File: src/rtl/servo_pkg.sv
// rtl/servo_pkg.sv - shared frame constants, FSM encoding and default servo angles
package servo_pkg;

  localparam logic [7:0] HDR        = 8'hA5;
  localparam logic [7:0] CMD_SET    = 8'h01;
  localparam logic [7:0] CMD_SCAN   = 8'h02;
  localparam logic [7:0] CMD_CENTER = 8'h03;
  localparam logic [7:0] CMD_HOLD   = 8'h04;
  localparam int         MAX_DEG    = 180;

  // Defaults shared with the PWM generator
  localparam int ANGLE_MIN_DEF      = 23000;
  localparam int ANGLE_MAX_DEF      = 127000;
  localparam int ANGLE_CENTER_DEF   = 75002;
  localparam int STEP_PER_DEG_DEF   = 578;
  localparam int TIMEOUT_CYCLES_DEF = 500000;

  typedef enum logic [1:0] {
    ST_IDLE,
    ST_GET_CMD,
    ST_GET_ARG,
    ST_GET_CHK
  } state_t;

  function automatic logic cmd_known(input logic [7:0] c);
    return (c == CMD_SET) || (c == CMD_SCAN) || (c == CMD_CENTER) || (c == CMD_HOLD);
  endfunction

endpackage

File: src/rtl/servo_deg_to_count.sv
// rtl/servo_deg_to_count.sv - combinational degree to pulse-count conversion with ceiling clamp
module servo_deg_to_count import servo_pkg::*; #(
  parameter int ANGLE_MIN    = ANGLE_MIN_DEF,
  parameter int ANGLE_MAX    = ANGLE_MAX_DEF,
  parameter int STEP_PER_DEG = STEP_PER_DEG_DEF
) (
  input  logic [7:0]  deg,
  output logic [16:0] count
);

  localparam logic [17:0] MIN18  = 18'(ANGLE_MIN);
  localparam logic [17:0] MAX18  = 18'(ANGLE_MAX);
  localparam logic [9:0]  STEP10 = 10'(STEP_PER_DEG);

  logic [17:0] product;
  logic [17:0] sum;

  // 8x10 product fits in 18 bits, so the add and compare cannot wrap for any byte
  always_comb begin
    product = 18'(deg) * 18'(STEP10);
    sum     = MIN18 + product;
    if (sum > MAX18) begin
      count = MAX18[16:0];
    end else begin
      count = sum[16:0];
    end
  end

endmodule

File: src/rtl/servo_cmd_decoder.sv
// rtl/servo_cmd_decoder.sv - parses A5/CMD/ARG/CHK frames from the UART and drives the servo PWM controls
module servo_cmd_decoder import servo_pkg::*; #(
  parameter int ANGLE_MIN      = ANGLE_MIN_DEF,
  parameter int ANGLE_MAX      = ANGLE_MAX_DEF,
  parameter int ANGLE_CENTER   = ANGLE_CENTER_DEF,
  parameter int STEP_PER_DEG   = STEP_PER_DEG_DEF,
  parameter int TIMEOUT_CYCLES = TIMEOUT_CYCLES_DEF
) (
  input  logic        clk3,
  input  logic        rst_n,
  input  logic [7:0]  rx_data,
  input  logic        rx_valid,
  input  logic [16:0] angle_fb,
  output logic        holder,
  output logic        tune,
  output logic [16:0] lock,
  output logic        cmd_ack,
  output logic        frame_err
);

  localparam int          CW       = $clog2(TIMEOUT_CYCLES + 1);
  localparam logic [CW-1:0] CNT_LAST = CW'(TIMEOUT_CYCLES - 1);
  localparam logic [16:0] CENTER17 = 17'(ANGLE_CENTER);

  state_t      state, state_nxt;
  logic [7:0]  cmd, cmd_nxt;
  logic [7:0]  arg, arg_nxt;
  logic [CW-1:0] cnt, cnt_nxt;
  logic        holder_nxt, tune_nxt, ack_nxt, err_nxt;
  logic [16:0] lock_nxt;
  logic [16:0] set_count;

  servo_deg_to_count #(
    .ANGLE_MIN    (ANGLE_MIN),
    .ANGLE_MAX    (ANGLE_MAX),
    .STEP_PER_DEG (STEP_PER_DEG)
  ) u_deg_to_count (
    .deg   (arg),
    .count (set_count)
  );

  always_ff @(posedge clk3 or negedge rst_n) begin
    if (!rst_n) begin
      state     <= ST_IDLE;
      cmd       <= '0;
      arg       <= '0;
      cnt       <= '0;
      holder    <= 1'b0;
      tune      <= 1'b1;
      lock      <= CENTER17;
      cmd_ack   <= 1'b0;
      frame_err <= 1'b0;
    end else begin
      state     <= state_nxt;
      cmd       <= cmd_nxt;
      arg       <= arg_nxt;
      cnt       <= cnt_nxt;
      holder    <= holder_nxt;
      tune      <= tune_nxt;
      lock      <= lock_nxt;
      cmd_ack   <= ack_nxt;
      frame_err <= err_nxt;
    end
  end

  always_comb begin
    state_nxt  = state;
    cmd_nxt    = cmd;
    arg_nxt    = arg;
    cnt_nxt    = cnt;
    holder_nxt = holder;
    tune_nxt   = tune;
    lock_nxt   = lock;
    ack_nxt    = 1'b0;
    err_nxt    = 1'b0;

    if (state == ST_IDLE) begin
      if (rx_valid) begin
        cnt_nxt = '0;
        if (rx_data == HDR) begin
          state_nxt = ST_GET_CMD;
        end
      end
    end else if (rx_valid) begin
      // A byte in the timeout cycle wins over the timeout
      cnt_nxt = '0;
      case (state)
        ST_GET_CMD: begin
          cmd_nxt   = rx_data;
          state_nxt = ST_GET_ARG;
        end
        ST_GET_ARG: begin
          arg_nxt   = rx_data;
          state_nxt = ST_GET_CHK;
        end
        default: begin
          state_nxt = ST_IDLE;
          if ((rx_data != (cmd ^ arg)) || !cmd_known(cmd) ||
              ((cmd == CMD_SET) && (arg > 8'(MAX_DEG)))) begin
            err_nxt = 1'b1;
          end else begin
            ack_nxt = 1'b1;
            case (cmd)
              CMD_SET: begin
                lock_nxt   = set_count;
                holder_nxt = 1'b1;
                tune_nxt   = 1'b0;
              end
              CMD_SCAN: begin
                holder_nxt = 1'b0;
                tune_nxt   = 1'b0;
              end
              CMD_CENTER: begin
                lock_nxt   = CENTER17;
                holder_nxt = 1'b0;
                tune_nxt   = 1'b1;
              end
              default: begin
                lock_nxt   = angle_fb;
                holder_nxt = 1'b1;
                tune_nxt   = 1'b0;
              end
            endcase
          end
        end
      endcase
    end else if (cnt == CNT_LAST) begin
      cnt_nxt   = '0;
      err_nxt   = 1'b1;
      state_nxt = ST_IDLE;
    end else begin
      cnt_nxt = cnt + CW'(1);
    end
  end

endmodule

File: config.mk
export PLATFORM = sky130hd
export DESIGN_NAME = servo_cmd_decoder
export DESIGN_NICKNAME = d
export VERILOG_FILES = /design/src/rtl/servo_pkg.sv /design/src/rtl/servo_deg_to_count.sv /design/src/rtl/servo_cmd_decoder.sv
export SDC_FILE = /design/constraint.sdc
export NUM_CORES = 1
export LEC_CHECK = 0
export CAP_MARGIN = 10
export CORE_ASPECT_RATIO = 0.9
export CORE_MARGIN = 1
export CORE_UTILIZATION = 43
export DETAILED_ROUTE_END_ITERATION = 8
export MAX_ROUTING_LAYER = met4
export PLACE_DENSITY = 0.76
export RECOVER_POWER = 25
export SETUP_SLACK_MARGIN = 0.5
export SYNTH_ARGS = -nofsm -noshare
export SYNTH_HDL_FRONTEND = slang
export SYNTH_SLANG_ARGS = --single-unit
File: constraint.sdc
create_clock -name clk3 -period 10.9 [get_ports clk3]
set_input_delay 1.635 -clock clk3 [delete_from_list [all_inputs] [get_ports clk3]]
set_output_delay 1.635 -clock clk3 [all_outputs]
set_load 0.05 [all_outputs]
# After elaboration in Yosys (flattened, before gate mapping)
# Index checks and enable logic that the tools add are counted.
# Widths: inputs -> output; s select.
# op_classes
n_addsub	2
mul	1
div	0
magnitude_cmp	2
eq_ne	11
n_shift	0
n_mux	23
bitwise	5
reduce_logical	16
# ops
cell	count
$mux 19	4
$pmux 17 s3	1
$add 19x1->19 const B	1
$eq 19x19->1 const B	1
$add 15x18->18 const A	1
$gt 18x17->1 const B	1
$mul 8x9->17 const B	1
$mux 17	1
$eq 8x2->1 const B	2
$mux 1	11
$mux 2	5
$reduce_and 3->1	3
$eq 8x1->1 const B	1
$eq 8x3->1 const B	1
$eq 8x8->1 const B	1
$gt 8x8->1 const B	1
$ne 8x8->1	1
$xor 8x8->8	1
$logic_or 1x1->1	5
$reduce_and 5->1	1
$not 1->1	4
$pmux 2 s2	1
$reduce_and 4->1	1
$reduce_or 2->1	2
8 further kinds	8
# totals
reg_bits	58
latch_bits	0
mem_bits_rw	0
rom_bits	0
mem_count	0

# Depth between registers and ports, before layout
# depth
depth_word	11
depth_mapped	13
mapped_depth_nobuf	12

# Hierarchy
# From an unflattened synthesis, not the netlist that was laid out.
# unflattened
hier_cells	463
hier_area_um2	4421.7
# by_module_without_submodules
module	n_inst	cells_per_inst	area_each_um2	seq_area_each_um2
servo_cmd_decoder	1	316	3255.6	1463.9
servo_deg_to_count	1	147	1166.1	0.0

# Worst setup path before layout
# OpenSTA, ideal clock, no wires.
# synth_path
path_kind	register to register
startpoint	register arg[2]
endpoint	register lock[4]
t_arrival_ps	3449
path_slack_ps	7369
path_stages_with_launch	13
n_path_buf	1
synth_period_minus_slack_ps	3531
path_cell_list	dfrtp_1 > ha_1 > fa_1 > inv_1 > fa_1 > and3b_4 > nor4_1 > or3_1 > a21oi_2 > o21a_1 > nor2_1 > clkbuf_1 > o31a_1
# synth_between
elab_chain_cells	6
# synth_rtl
element	line_no	rtl
start, declared	servo_cmd_decoder.sv:27	logic [7:0] arg, arg_nxt;
start signal, assigned	servo_cmd_decoder.sv:56	arg <= arg_nxt;
parallel branches: the longest is 6 deep, another holds $add 15x18->18	--	
end signal, assigned	servo_cmd_decoder.sv:60	lock <= lock_nxt;
end, declared	servo_cmd_decoder.sv:16	output logic [16:0] lock,
# Parallel ways; which one is timed is not known.
# A chain may end at the register's enable or synchronous reset.

# Final worst setup path
# layout_path
startpoint	register arg[2]
endpoint	register lock[2]
# Same word-level chain as after synthesis.

==> metrics.yaml <==
power_frac_comb: 0.685
viasPerCell: 5.69
tightest_slew_ps: 3060
grt_setup_unrepaired: "no"
tritoncts: "yes"
critical_path_arrival_ps: 4320
cts-buffers-inserted: 9
crit_path_top_delay_cell: "nor4b_4"
static-leakage-power_nw: 2.10
synth.largest_area_cell: "dfrtp_1"
drt-total-wl_um: 10300
internal_power_mw: 0.874
design.final.nets: 564
outcome: "complete, but fails checks"
r2r_slack_ps: 6780
total_switching_power_mw: 0.828
synth_flop_cell: "dfrtp_1"
place_congestion: 0.860
timing.fmax_ghz: 0.243
synth_xor_area_frac: 0.0754
report.final.hold_viol_count: 0
grt_use_total: 0.212
worstPathRequired_ps: 11100
grt_max_degree: 59
clockBufferDepth: 2
finalClockSkew_ps: 10.3
chain_of_cells_forming_the_critical_path: "ha_1, ha_1, ha_1, inv_1, fa_1, and3b_4, nor4_1, or3_1, o221ai_2, xor2_1, nor4b_4, o31ai_1"
chipHeight_um: 96.5
max-vdd-ir-drop_mv: 0.173
cts-hold-fix-buffers: 0
async_reset_ff_frac: 1.00
synth_largest_type_area_fraction: 0.282
netlist-cell-type-count: 69
portBuffers: 48
synth_adder_area_share: 0.103
synth_top_family_by_area: "simple AND/OR/NAND/NOR gates"
post_synth_mux_area_share: 0.0475
critPathKind: "reg2reg"
syn-mean-instance-area_um2: 9.37
globalRoute.totalOverflow: 0
wire_length_of_the_first_global_routing_pass_um: 16400
drt_first_pass_iters: 4
grt_pass1_vias: 3350
synth_compound_gate_area_share: 0.192
timing.critical_path.mode_cell: "ha_1"
cts_setup_buffers: 0
count_of_unresolved_drc_violations_after_routing: 0
report.final.setup_viol: 0
clk_pin_slew_worst_paths_ps: 70
routed_wire_length_per_instance_um: 16.2
post_synthesis_to_final_layout_area_growth_pct: 18.5
boundaryPins: 49
mapped_nets: 517
insertion_delay_ps: 350
netlist_area_mm2: 0.00427
share_clk_of_total_power: 0.121
cts.sink_count: 58
final_antenna_net_count: 0
place_hpwl_um: 7600
timing.final.max_slew_violations: 59
hold_path_class: "reg2reg"
synth-simple-area-share: 0.208
post-route-min-period_ps: 4120
slowest_delay_ps: 590
syn-instance-count: 455
rows: 34
power_switching_share: 0.487
synth.area.top_cells: "dfrtp_1, ha_1, dfstp_2, mux2_2, o21ai_0"
design.core.area_mm2: 0.00966
finalSetupTns_ps: 0
starting_density: 0.442
placement.cell_area_mm2: 0.00485
violated_checks: "max-capacitance violations, max-slew violations"
worst-path-max-fanout: 11
cts-resized-gates: 0
detailedRoute.firstIterationViolations: 252
cts.root.buffer_cell: "clkbuf_8"
routed-via-count: 3602
power_frac_seq: 0.194
finish.instance_area_mm2: 0.00505
post-route-period-util: 0.378
share_of_layout_cells_above_drive_strength_1: 0.110
number_of_antenna_violations_at_the_first_check_in_global_routing: 0
yosys_warnings: 0
antenna_cells: 0
maxCapViolations: 1
number_of_flops_mapped_to_enable_cells_by_yosys: 0
seq_area_frac_synth: 0.343
timing.max_slew.rel_slack: -1.04
ys_seq_elements: 58
dieArea_mm2: 0.0103
power_density_mw_per_mm2: 337
end_kind: "flop"
total_number_of_h_tree_levels: 3
dieWidth_um: 107
setup.worst_path.start_class: "flop"
## area by class of cell
cell class | count | area [µm²]
Sequential cell | 58 | 1460
Inverter | 16 | 60.1
Multi-Input combinational cell | 367 | 2680
Clock buffer | 10 | 138
Timing Repair Buffer | 50 | 487
Clock inverter | 6 | 66.3
Tap cell | 126 | 158
Fill cell | 883 | 4600
## cells by family (layout without fill, tap and decap cells)
logic type               after synthesis  after routing
adder cells (fa/ha/maj)               34             34
XOR/XNOR                              32             32
AND/OR/NAND/NOR                      160            160
AO/OA/AOI/OAI                        123            123
flip-flops                            58             58
multiplexers                          18             18
buffers and inverters                 30             82
## cells in the mapped netlist (3+ instances only)
| cell type | number |
|---|---|
| nor3_1 | 9 |
| and3_1 | 10 |
| a211oi_1 | 4 |
| inv_1 | 16 |
| xnor3_1 | 3 |
| a22o_1 | 3 |
| nand3b_1 | 5 |
| nor2_1 | 21 |
| xnor2_1 | 20 |
| nor2b_1 | 10 |
| nor4b_1 | 3 |
| dfrtp_1 | 48 |
| clkbuf_1 | 8 |
| o211ai_1 | 3 |
| and2_1 | 7 |
| o31a_1 | 3 |
| o21ai_0 | 37 |
| a21o_1 | 6 |
| mux2_2 | 18 |
| xor2_1 | 9 |
| nand3_1 | 17 |
| nand2b_1 | 6 |
| o211a_1 | 3 |
| dfstp_2 | 10 |
| o21a_1 | 5 |
| nand4_1 | 6 |
| a21oi_1 | 22 |
| nor4_1 | 6 |
| or3_1 | 5 |
| o31ai_1 | 15 |
| nand2_1 | 41 |
| ha_1 | 32 |
## cell usage in the layout, fill, tap and decap left out, drive strengths merged, types with 3 or more instances in the layout
cell type / synthesis / routed
dfrtp: 48 / 48
clkdlybuf4s50: 0 / 47
nand2: 41 / 41
o21ai: 39 / 39
ha: 32 / 32
a21oi: 23 / 23
nor2: 21 / 21
xnor2: 20 / 20
mux2: 18 / 18
nand3: 17 / 17
inv: 16 / 16
o31ai: 15 / 15
clkbuf: 8 / 11
nor2b: 10 / 10
and3: 10 / 10
dfstp: 10 / 10
xor2: 9 / 9
nor3: 9 / 9
and2: 7 / 7
nor4: 7 / 7
nand4: 6 / 6
nand2b: 6 / 6
a21o: 6 / 6
nand3b: 5 / 5
o21a: 5 / 5
or3: 5 / 5
a211oi: 4 / 4
nor4b: 4 / 4
xnor3: 3 / 3
o211ai: 3 / 3
o211a: 3 / 3
o31a: 3 / 3
a22o: 3 / 3
clkinvlp: 0 / 3
## metal layers
metal / GRT usage / part of all wire
met1: 0.289 / 0.49
met3: 0.0490 / 0.049
met2: 0.319 / 0.45
met4: 0.0525 / 0.010
met5: - / 0
## metrics by stage
stage | std cells | power [mW] | util | hold WS [ps] | setup WS (ps)
2_1_floorplan | 455 | 1.25 | - | 472 | 7370
3_3_place_gp | 617 | 1.44 | 0.502 | 462 | 6700
3_5_place_dp | 617 | 1.47 | 0.502 | 462 | 6610
4_1_cts | 633 | 1.69 | 0.524 | 477 | 6800
5_1_grt | 633 | 1.85 | 0.523 | 506 | 6070
6_report | 633 | 1.70 | 0.523 | 479 | 6780
## power groups by stage
stage	clock network [mW]	logic, mW	registers [mW]
global route	0.219	1.30	0.336
finish	0.206	1.17	0.330
global placement	0	1.11	0.328
detailed placement	0	1.14	0.333
CTS	0.209	1.16	0.328
floorplan	0	0.935	0.314
## worst paths after layout
kind	from	end	cells after the start
setup reg to reg	arg[2]	lock[2]	12
hold / removal	lock[0]	lock[0]	2
setup / recovery	arg[2]	lock[2]	12
min in group asynchronous	rst_n	cnt[6]	2
hold reg to reg	lock[0]	lock[0]	2
max in group asynchronous	rst_n	cmd[0]	2
## state kept, by name, indices dropped and copies added (netlist names)
name       count
lock          17
cmd            8
holder         1
frame_err      1
arg            8
state          2
cmd_ack        1
tune           1
cnt           19
## critical path, delay by kind of cell, from the launching register on
| family | cells | cell delay, ps |
|---|---|---|
| adders and majority gates | 4 | 1300 |
| DFF | 1 | 500 |
| and+or+nand+nor | 4 | 1480 |
| xor gates and xnor gates | 1 | 230 |
| buffers and inverters | 1 | 70 |
| AOI/OAI and AO/OA | 2 | 390 |
(Power assumes the default switching activity.)
